`src/rtl/idli_srf_m.sv`:
```
// Bit-serial register file: every register rotates right by one digit per RUN cycle,
// so a full word pass takes DIGITS cycles and reads/writes touch only the low digit.
module idli_srf_m #(
   parameter int unsigned DATA_W   = 16,
   parameter int unsigned DIGIT_W  = 4,
   parameter int unsigned NUM_REGS = 8,
   parameter int unsigned NUM_RD   = 2,
   parameter int unsigned ZERO_R0  = 1,
   parameter int unsigned PC_REG   = NUM_REGS - 1,
   localparam int unsigned RW      = ($clog2(NUM_REGS) > 1) ? $clog2(NUM_REGS) : 1,
   localparam int unsigned DIGITS  = DATA_W / DIGIT_W,
   localparam int unsigned PH_W    = $clog2(DIGITS)
) (
   input  logic                        i_srf_gck,
   input  logic                        i_srf_rst,
   input  logic                        i_srf_start,
   output logic                        o_srf_busy,
   output logic [PH_W-1:0]             o_srf_phase,
   output logic                        o_srf_last,
   output logic                        o_srf_err,
   input  logic [NUM_RD*RW-1:0]        i_srf_rd_reg,
   output logic [NUM_RD*DIGIT_W-1:0]   o_srf_rd_data,
   input  logic [RW-1:0]               i_srf_wr_reg,
   input  logic                        i_srf_wr_vld,
   input  logic [DIGIT_W-1:0]          i_srf_wr_data,
   input  logic                        i_srf_pc_vld,
   input  logic [DIGIT_W-1:0]          i_srf_pc_data,
   output logic [DIGIT_W-1:0]          o_srf_pc_data
);

   typedef enum logic {StIdle, StRun} state_e;

   state_e              r_state, w_state_nxt;
   logic [PH_W-1:0]     r_phase, w_phase_nxt;
   logic                r_err, w_err_nxt;
   logic                w_run, w_last;
   logic [DIGIT_W-1:0]  w_cur [NUM_REGS];

   assign w_run  = (r_state == StRun);
   assign w_last = w_run && (r_phase == PH_W'(DIGITS - 1));

   always_ff @(posedge i_srf_gck) begin
      if (i_srf_rst) begin
         r_state <= StIdle;
         r_phase <= '0;
         r_err   <= 1'b0;
      end else begin
         r_state <= w_state_nxt;
         r_phase <= w_phase_nxt;
         r_err   <= w_err_nxt;
      end
   end

   // A start on the last digit chains straight into the next pass.
   always_comb begin
      w_state_nxt = r_state;
      w_phase_nxt = r_phase;
      w_err_nxt   = r_err;
      unique case (r_state)
         StIdle: begin
            w_phase_nxt = '0;
            if (i_srf_start) w_state_nxt = StRun;
         end
         StRun: begin
            if (w_last) begin
               w_phase_nxt = '0;
               if (!i_srf_start) w_state_nxt = StIdle;
            end else begin
               w_phase_nxt = r_phase + PH_W'(1);
               if (i_srf_start) w_err_nxt = 1'b1;
            end
         end
         default: w_state_nxt = StIdle;
      endcase
   end

   for (genvar g = 0; g < NUM_REGS; g++) begin : g_reg
      if (ZERO_R0 != 0 && g == 0) begin : g_zero
         assign w_cur[g] = '0;
      end else begin : g_store
         localparam bit IS_PC = (g == PC_REG);
         logic [DATA_W-1:0]  r_word;
         logic [DIGIT_W-1:0] w_in;

         // General write port takes priority over the PC port.
         always_comb begin
            w_in = r_word[DIGIT_W-1:0];
            if (IS_PC && i_srf_pc_vld) w_in = i_srf_pc_data;
            if (i_srf_wr_vld && (i_srf_wr_reg == RW'(g))) w_in = i_srf_wr_data;
         end

         always_ff @(posedge i_srf_gck) begin
            if (i_srf_rst) begin
               r_word <= '0;
            end else if (w_run) begin
               r_word <= {w_in, r_word[DATA_W-1:DIGIT_W]};
            end
         end

         assign w_cur[g] = r_word[DIGIT_W-1:0];
      end
   end

   // Out-of-range selects match no register and fall through to zero.
   always_comb begin
      o_srf_rd_data = '0;
      for (int k = 0; k < NUM_RD; k++) begin
         for (int j = 0; j < NUM_REGS; j++) begin
            if (i_srf_rd_reg[k*RW +: RW] == RW'(j)) begin
               o_srf_rd_data[k*DIGIT_W +: DIGIT_W] = w_cur[j];
            end
         end
      end
   end

   assign o_srf_pc_data = w_cur[PC_REG];
   assign o_srf_busy    = w_run;
   assign o_srf_phase   = r_phase;
   assign o_srf_last    = w_last;
   assign o_srf_err     = r_err;

endmodule

```
`config.mk`:
```
export PLATFORM = sky130hd
export DESIGN_NAME = idli_srf_m
export DESIGN_NICKNAME = d
export VERILOG_FILES = /design/src/rtl/idli_srf_m.sv
export SDC_FILE = /design/constraint.sdc
export NUM_CORES = 1
export LEC_CHECK = 0
export BUFFER_PORTS_ARGS = -buffer_cell sky130_fd_sc_hd__buf_2
export CORE_MARGIN = 5
export CORE_UTILIZATION = 50
export DETAILED_ROUTE_END_ITERATION = 8
export PLACE_DENSITY = 0.68
export RECOVER_POWER = 50
export SLEW_MARGIN = 20
export SYNTH_ARGS = -nofsm -noshare
export SYNTH_HDL_FRONTEND = slang
export SYNTH_SLANG_ARGS = --single-unit
```
`constraint.sdc`:
```
create_clock -name i_srf_gck -period 1.95 [get_ports i_srf_gck]
set_clock_uncertainty 0.2 [all_clocks]
set_input_delay 0.195 -clock i_srf_gck [delete_from_list [all_inputs] [get_ports i_srf_gck]]
set_output_delay 0.195 -clock i_srf_gck [all_outputs]
set_load 0.02 [all_outputs]
```
Yosys cells after proc, flatten, opt, wreduce, memory -nomap -nowiden
Cells that the tools add are included.
{ "word_totals": {"register_bits": 116, "inputBits": 22, "out_inout_bits": 17, "wordCells": 71} }
{ "op_classes": {"add_sub_neg": 1, "n_eq_ne": 22, "muxes": 27, "bitwise": 2, "n_reduce_logical": 9} }
{ "op_table": {"columns": ["op", "count"], "rows": [
  ["two-way mux 4 bit", 22],
  ["equality test 3 bit (second input constant)", 12],
  ["equality test 3 x 2 -> 1 bit (second input constant)", 6],
  ["equality test 3 x 1 -> 1 bit (second input constant)", 3],
  ["logical AND 1 bit", 8],
  ["case mux 2 bit (2 select lines)", 1],
  ["AND reduction 3 bit", 1],
  ["adder 2 x 1 -> 2 bit (second input constant)", 1],
  ["equality test 2 bit (second input constant)", 1],
  ["two-way mux 1 bit", 2],
  ["two-way mux 2 bit", 1],
  ["inverter 1 bit", 2],
  ["case mux 1 bit (2 select lines)", 1]
]} }

Logic depth before layout (Yosys ltp)
{ "depth": {"ltp_word": 8, "depth_mapped": 6, "mapped_depth_nobuf": 4} }

Worst setup path before layout
Ideal clock, no wire load.
{ "synth_timing": {"path_kind": "register to output", "start": "register r_state (netlist: o_srf_busy)", "end": "output port o_srf_last", "arrival_ns": 1.320, "t_required_ns": 1.555, "slack_ns": 0.235, "path_stages_with_launch": 5, "path_buffers": 3, "cell_sequence": "dfxtp_1 buf_2 buf_2 buf_1 and2_1"} }
{ "synth_between": {"elab_chain_len": 1} }
{ "synth_rtl": {"columns": ["item", "line", "text"], "rows": [
  ["from (decl)", "33", "state_e r_state, w_state_nxt;"],
  ["from (signal assigned)", "44", "r_state <= StIdle;"],
  ["from (signal assigned)", "48", "r_state <= w_state_nxt;"],
  ["logical AND 1 bit", "40", "assign w_last = w_run && (r_phase == PH_W'(DIGITS - 1));"],
  ["to (decl)", "19", "output logic o_srf_last,"]
]} }
Every way passes these cells.

Worst setup path in the final report
{ "layout_timing": {"start": "register g_reg[7].g_store.r_word[1]", "end": "output port o_srf_rd_data[5]"} }
{ "layout_between": {"elab_chain_len": 1} }
{ "layout_rtl": {"columns": ["item", "line", "text"], "rows": [
  ["from (decl)", "82", "logic [DATA_W-1:0] r_word;"],
  ["from (signal assigned)", "96", "r_word <= {w_in, r_word[DATA_W-1:DIGIT_W]};"],
  ["two-way mux 4 bit", "109", "if (i_srf_rd_reg[k*RW +: RW] == RW'(j)) begin"],
  ["to (decl)", "22", "output logic [NUM_RD*DIGIT_W-1:0] o_srf_rd_data,"]
]} }
Every way passes these cells.

==> impl_metrics.csv <==
group,metric,value,unit
clock_network,cts_max_path_buffers,2,
finish,drive_gt1_frac,0.231,
setup_path,cp_num_cells,4,
global_routing,grt_util_all_layers,0.197,
floorplanning,die_h,109,um
setup_path,crit_family,"multiplexers",
setup_path,endpoint,"o_srf_rd_data[5]",
routing,ant_nets,0,
global_routing,grt_pass1_wl,18100,um
logic_synthesis,syn-cell-area,4940,um2
logic_synthesis,synth-seq-cells,116,
place,placed_cell_area,5180,um2
setup_path,worstPathCellList,"mux4_2, inv_2, a21oi_2, buf_4",
timing,slew-limit-headroom,0.487,
clock_network,htree_levels,4,
place,routabilityCongestion,0.812,
clock_network,cts_buffers,17,
global_routing,grt_max_degree,54,
pwr,p_sw_frac,0.230,
global_routing,grt_pass1_vias,3629,
routing,drt-pass1-iter-count,4,
logic_synthesis,avgSynthCellArea,9.86,um2
finish,layout_commonest_cell,"mux2i_1",
finish,seq_area,2360,um2
timing,setup_viol,3,
setup_path,r2r-end,"g_reg[4].g_store.r_word[2]",
clock_network,clock-root-buffer,"clkbuf_8",
finish,multi_input_area,2450,um2
global_routing,overflow,0,
floorplanning,io_pins,39,
clock_network,clock-sinks,116,
status,violations,"negative setup slack",
floorplanning,dieArea,12000,um2
status,status,"finished, violations left",
timing,worst_pin_slew,0.769,ns
logic_synthesis,async_flop_share,0,
setup_path,endpoint_kind,"output port",
worst_hold_path,hold_path.class,"input pin to register",
timing,rsz0062_at_grt,"true",
logic_synthesis,synth_cell_types,31,
timing,fmax,493,MHz
pwr,p_comb_frac,0.089,
routing,via_count,3673,
routing,drt-initial-drc-count,203,
pwr,irDropWorstVdd,0.000607,V
finish,finalNetCount,559,
pwr,power_leakage,2.51,nW
place,dpl.hpwl,7020,um
logic_synthesis,synth_edf_count,0,
finish,area_growth,21.4,%
logic_synthesis,ys_seq_area_frac,0.470,
routing,drc,0,
finish,fill_cells,799,
timing,finalHoldViolCount,0,
run,maxCapViolCount,0,
setup_path,crit_slowest_cell,"mux4_2",
setup_path,reg2reg_from,"o_srf_busy",
clock_network,clkTransAtPathRegs,0.05,ns
setup_path,critPathKind,"register to output port",
routing,post_drt_wl_per_cell,15.9,um
setup_path,cp_slowest_stage_delay,0.48,ns
setup_path,cp_data_required_time,1.55,ns
finish,stdcell_area,5990,um2
finish,final_cell_mix,"112 x mux2i_1, 111 x nor2_1, 97 x dfxtp_1",
floorplanning,core_area,9680,um2
timing,setup_ws,-0.0772,ns
pwr,seqPwrFrac,0.433,
clock_network,cts_tree,"done",
pwr,power.share.clock,0.479,
floorplanning,rows,36,
logic_synthesis,synth_ff_type,"dfxtp_1",
setup_path,critical_path_arrival,1.63,ns
floorplanning,initial_core_util,0.510,
routing,viasPerCell,5.41,
logic_synthesis,yosys_warnings,0,
floorplanning,die_x,109,um
setup_path,r2r_cells,3,
setup_path,start_kind,"register",
routing,wl,10800,um
place,io_buffers,38,
setup_path,crit_fanout,3,
setup_path,startpoint,"g_reg[7].g_store.r_word[1]",
finish,utilization,0.619,
pwr,p_sw,1.31,mW
finish,antenna_cells,0,
clock_network,clk_latency,0.52,ns
setup_path,path_buf_inv,2,
timing,period_share,1.04,
setup_path,r2r_setup_slack,0.13,ns
pwr,intPower,4.41,mW
logic_synthesis,synthCells,501,
timing,period_needed,2.03,ns
logic_synthesis,syn_nets,524,
timing,drv_slew,0,
pwr,cellPowerDensity,954,nW/um2
global_routing,antenna_found_initial,0,
cell type report:
type / count / area share
tap: 133 / 0.0278
multi-input combinational: 332 / 0.409
inverter: 6 / 0.00376
clock inverter: 6 / 0.00919
clock buffer: 23 / 0.0779
sequential: 116 / 0.394
timing repair buffer: 63 / 0.0785
worst min-delay path, stage by stage:
cell and delay [ns]:
buf_2 0.16, nor3_4 0.09, mux2i_1 0.15, a211oi_1 0.08
cells in the mapped netlist, types with 2 or more instances:
cell type | instances | area share
clkbuf_1 | 17 | 0.013
a221oi_1 | 3 | 0.0053
inv_1 | 5 | 0.0038
buf_2 | 18 | 0.018
dfxtp_1 | 116 | 0.47
mux4_2 | 3 | 0.014
nor2b_1 | 2 | 0.0025
o22ai_1 | 10 | 0.013
nand2_1 | 6 | 0.0046
buf_4 | 9 | 0.014
mux2_2 | 7 | 0.016
buf_1 | 2 | 0.0015
a22oi_1 | 5 | 0.0076
o211ai_1 | 4 | 0.0061
a21o_1 | 5 | 0.0076
mux2i_1 | 112 | 0.23
nand4b_1 | 3 | 0.0053
nor2_1 | 111 | 0.084
and4bb_1 | 2 | 0.0051
nand2b_1 | 5 | 0.0063
a21oi_1 | 23 | 0.023
a211oi_1 | 24 | 0.036
through the flow:
stage               setup TNS [ns]  setup WS, ns  power, mW  instances  hold WS, ns
floorplan                        0         0.235       2.88        501        0.116
global placement                 0         0.235       2.98        632        0.213
detailed placement               0         0.225       3.00        632        0.240
CTS                         -0.245       -0.0943       5.80        678      0.00432
global route                -0.729        -0.145       5.96        679       0.0451
finish                      -0.177       -0.0772       5.72        679       0.0249
logic make-up (layout without fill, tap and decap cells):
logic type / after synthesis / count (layout) / synth area share
simple gates: 134 / 134 / 0.117
flops: 116 / 116 / 0.470
buf+inv: 53 / 98 / 0.0519
mux: 123 / 123 / 0.259
fa+ha+maj: 1 / 1 / 0.00253
compound gates: 74 / 74 / 0.0991
state kept, by name, indices dropped and copies added (netlist names):
name and count:
o_srf_busy 1, o_srf_phase 2, g.g_store.r_word 112, o_srf_err 1
worst min path at each step:
stage / from / slack [ns] / end / cells after the start
after floorplan: i_srf_start / 0.12 / o_srf_busy / 2
after global placement: i_srf_start / 0.21 / o_srf_busy / 3
after detailed placement: i_srf_start / 0.24 / o_srf_busy / 3
after CTS: i_srf_wr_reg[1] / 0.004 / g_reg[4].g_store.r_word[14] / 4
after global routing: i_srf_wr_reg[1] / 0.05 / g_reg[4].g_store.r_word[14] / 4
final: i_srf_wr_reg[1] / 0.02 / g_reg[4].g_store.r_word[14] / 4
metal layers:
layer,global-route usage,vias to the layer above,wire [um],part of all wire
met4,0.0623,0,117,0.011
met1,0.254,1742,4810,0.45
met3,0.0664,12,722,0.067
li1,-,1823,-,-
met2,0.313,96,5110,0.47
met5,0,-,0,0
what timing repair did:
item | 4_1_cts | 5_1_grt
endpoints found under the setup margin | 8 | 8
resized for setup | 43 | 14
pin swaps | 3 | 2
hold endpoints to repair | 56 | 0
buffers inserted | 5 | 1
hold buffers | 12 | 0
power by group through the flow:
| stage | clock, mW | sequential, mW | combinational, mW |
|---|---|---|---|
| after global placement | 0 | 2.53 | 0.451 |
| after floorplan | 0 | 2.53 | 0.351 |
| after global routing | 2.92 | 2.48 | 0.557 |
| after CTS | 2.81 | 2.48 | 0.506 |
| final | 2.74 | 2.48 | 0.506 |
| after detailed placement | 0 | 2.53 | 0.462 |
No activity file was read; power rests on OpenSTA's default activity.
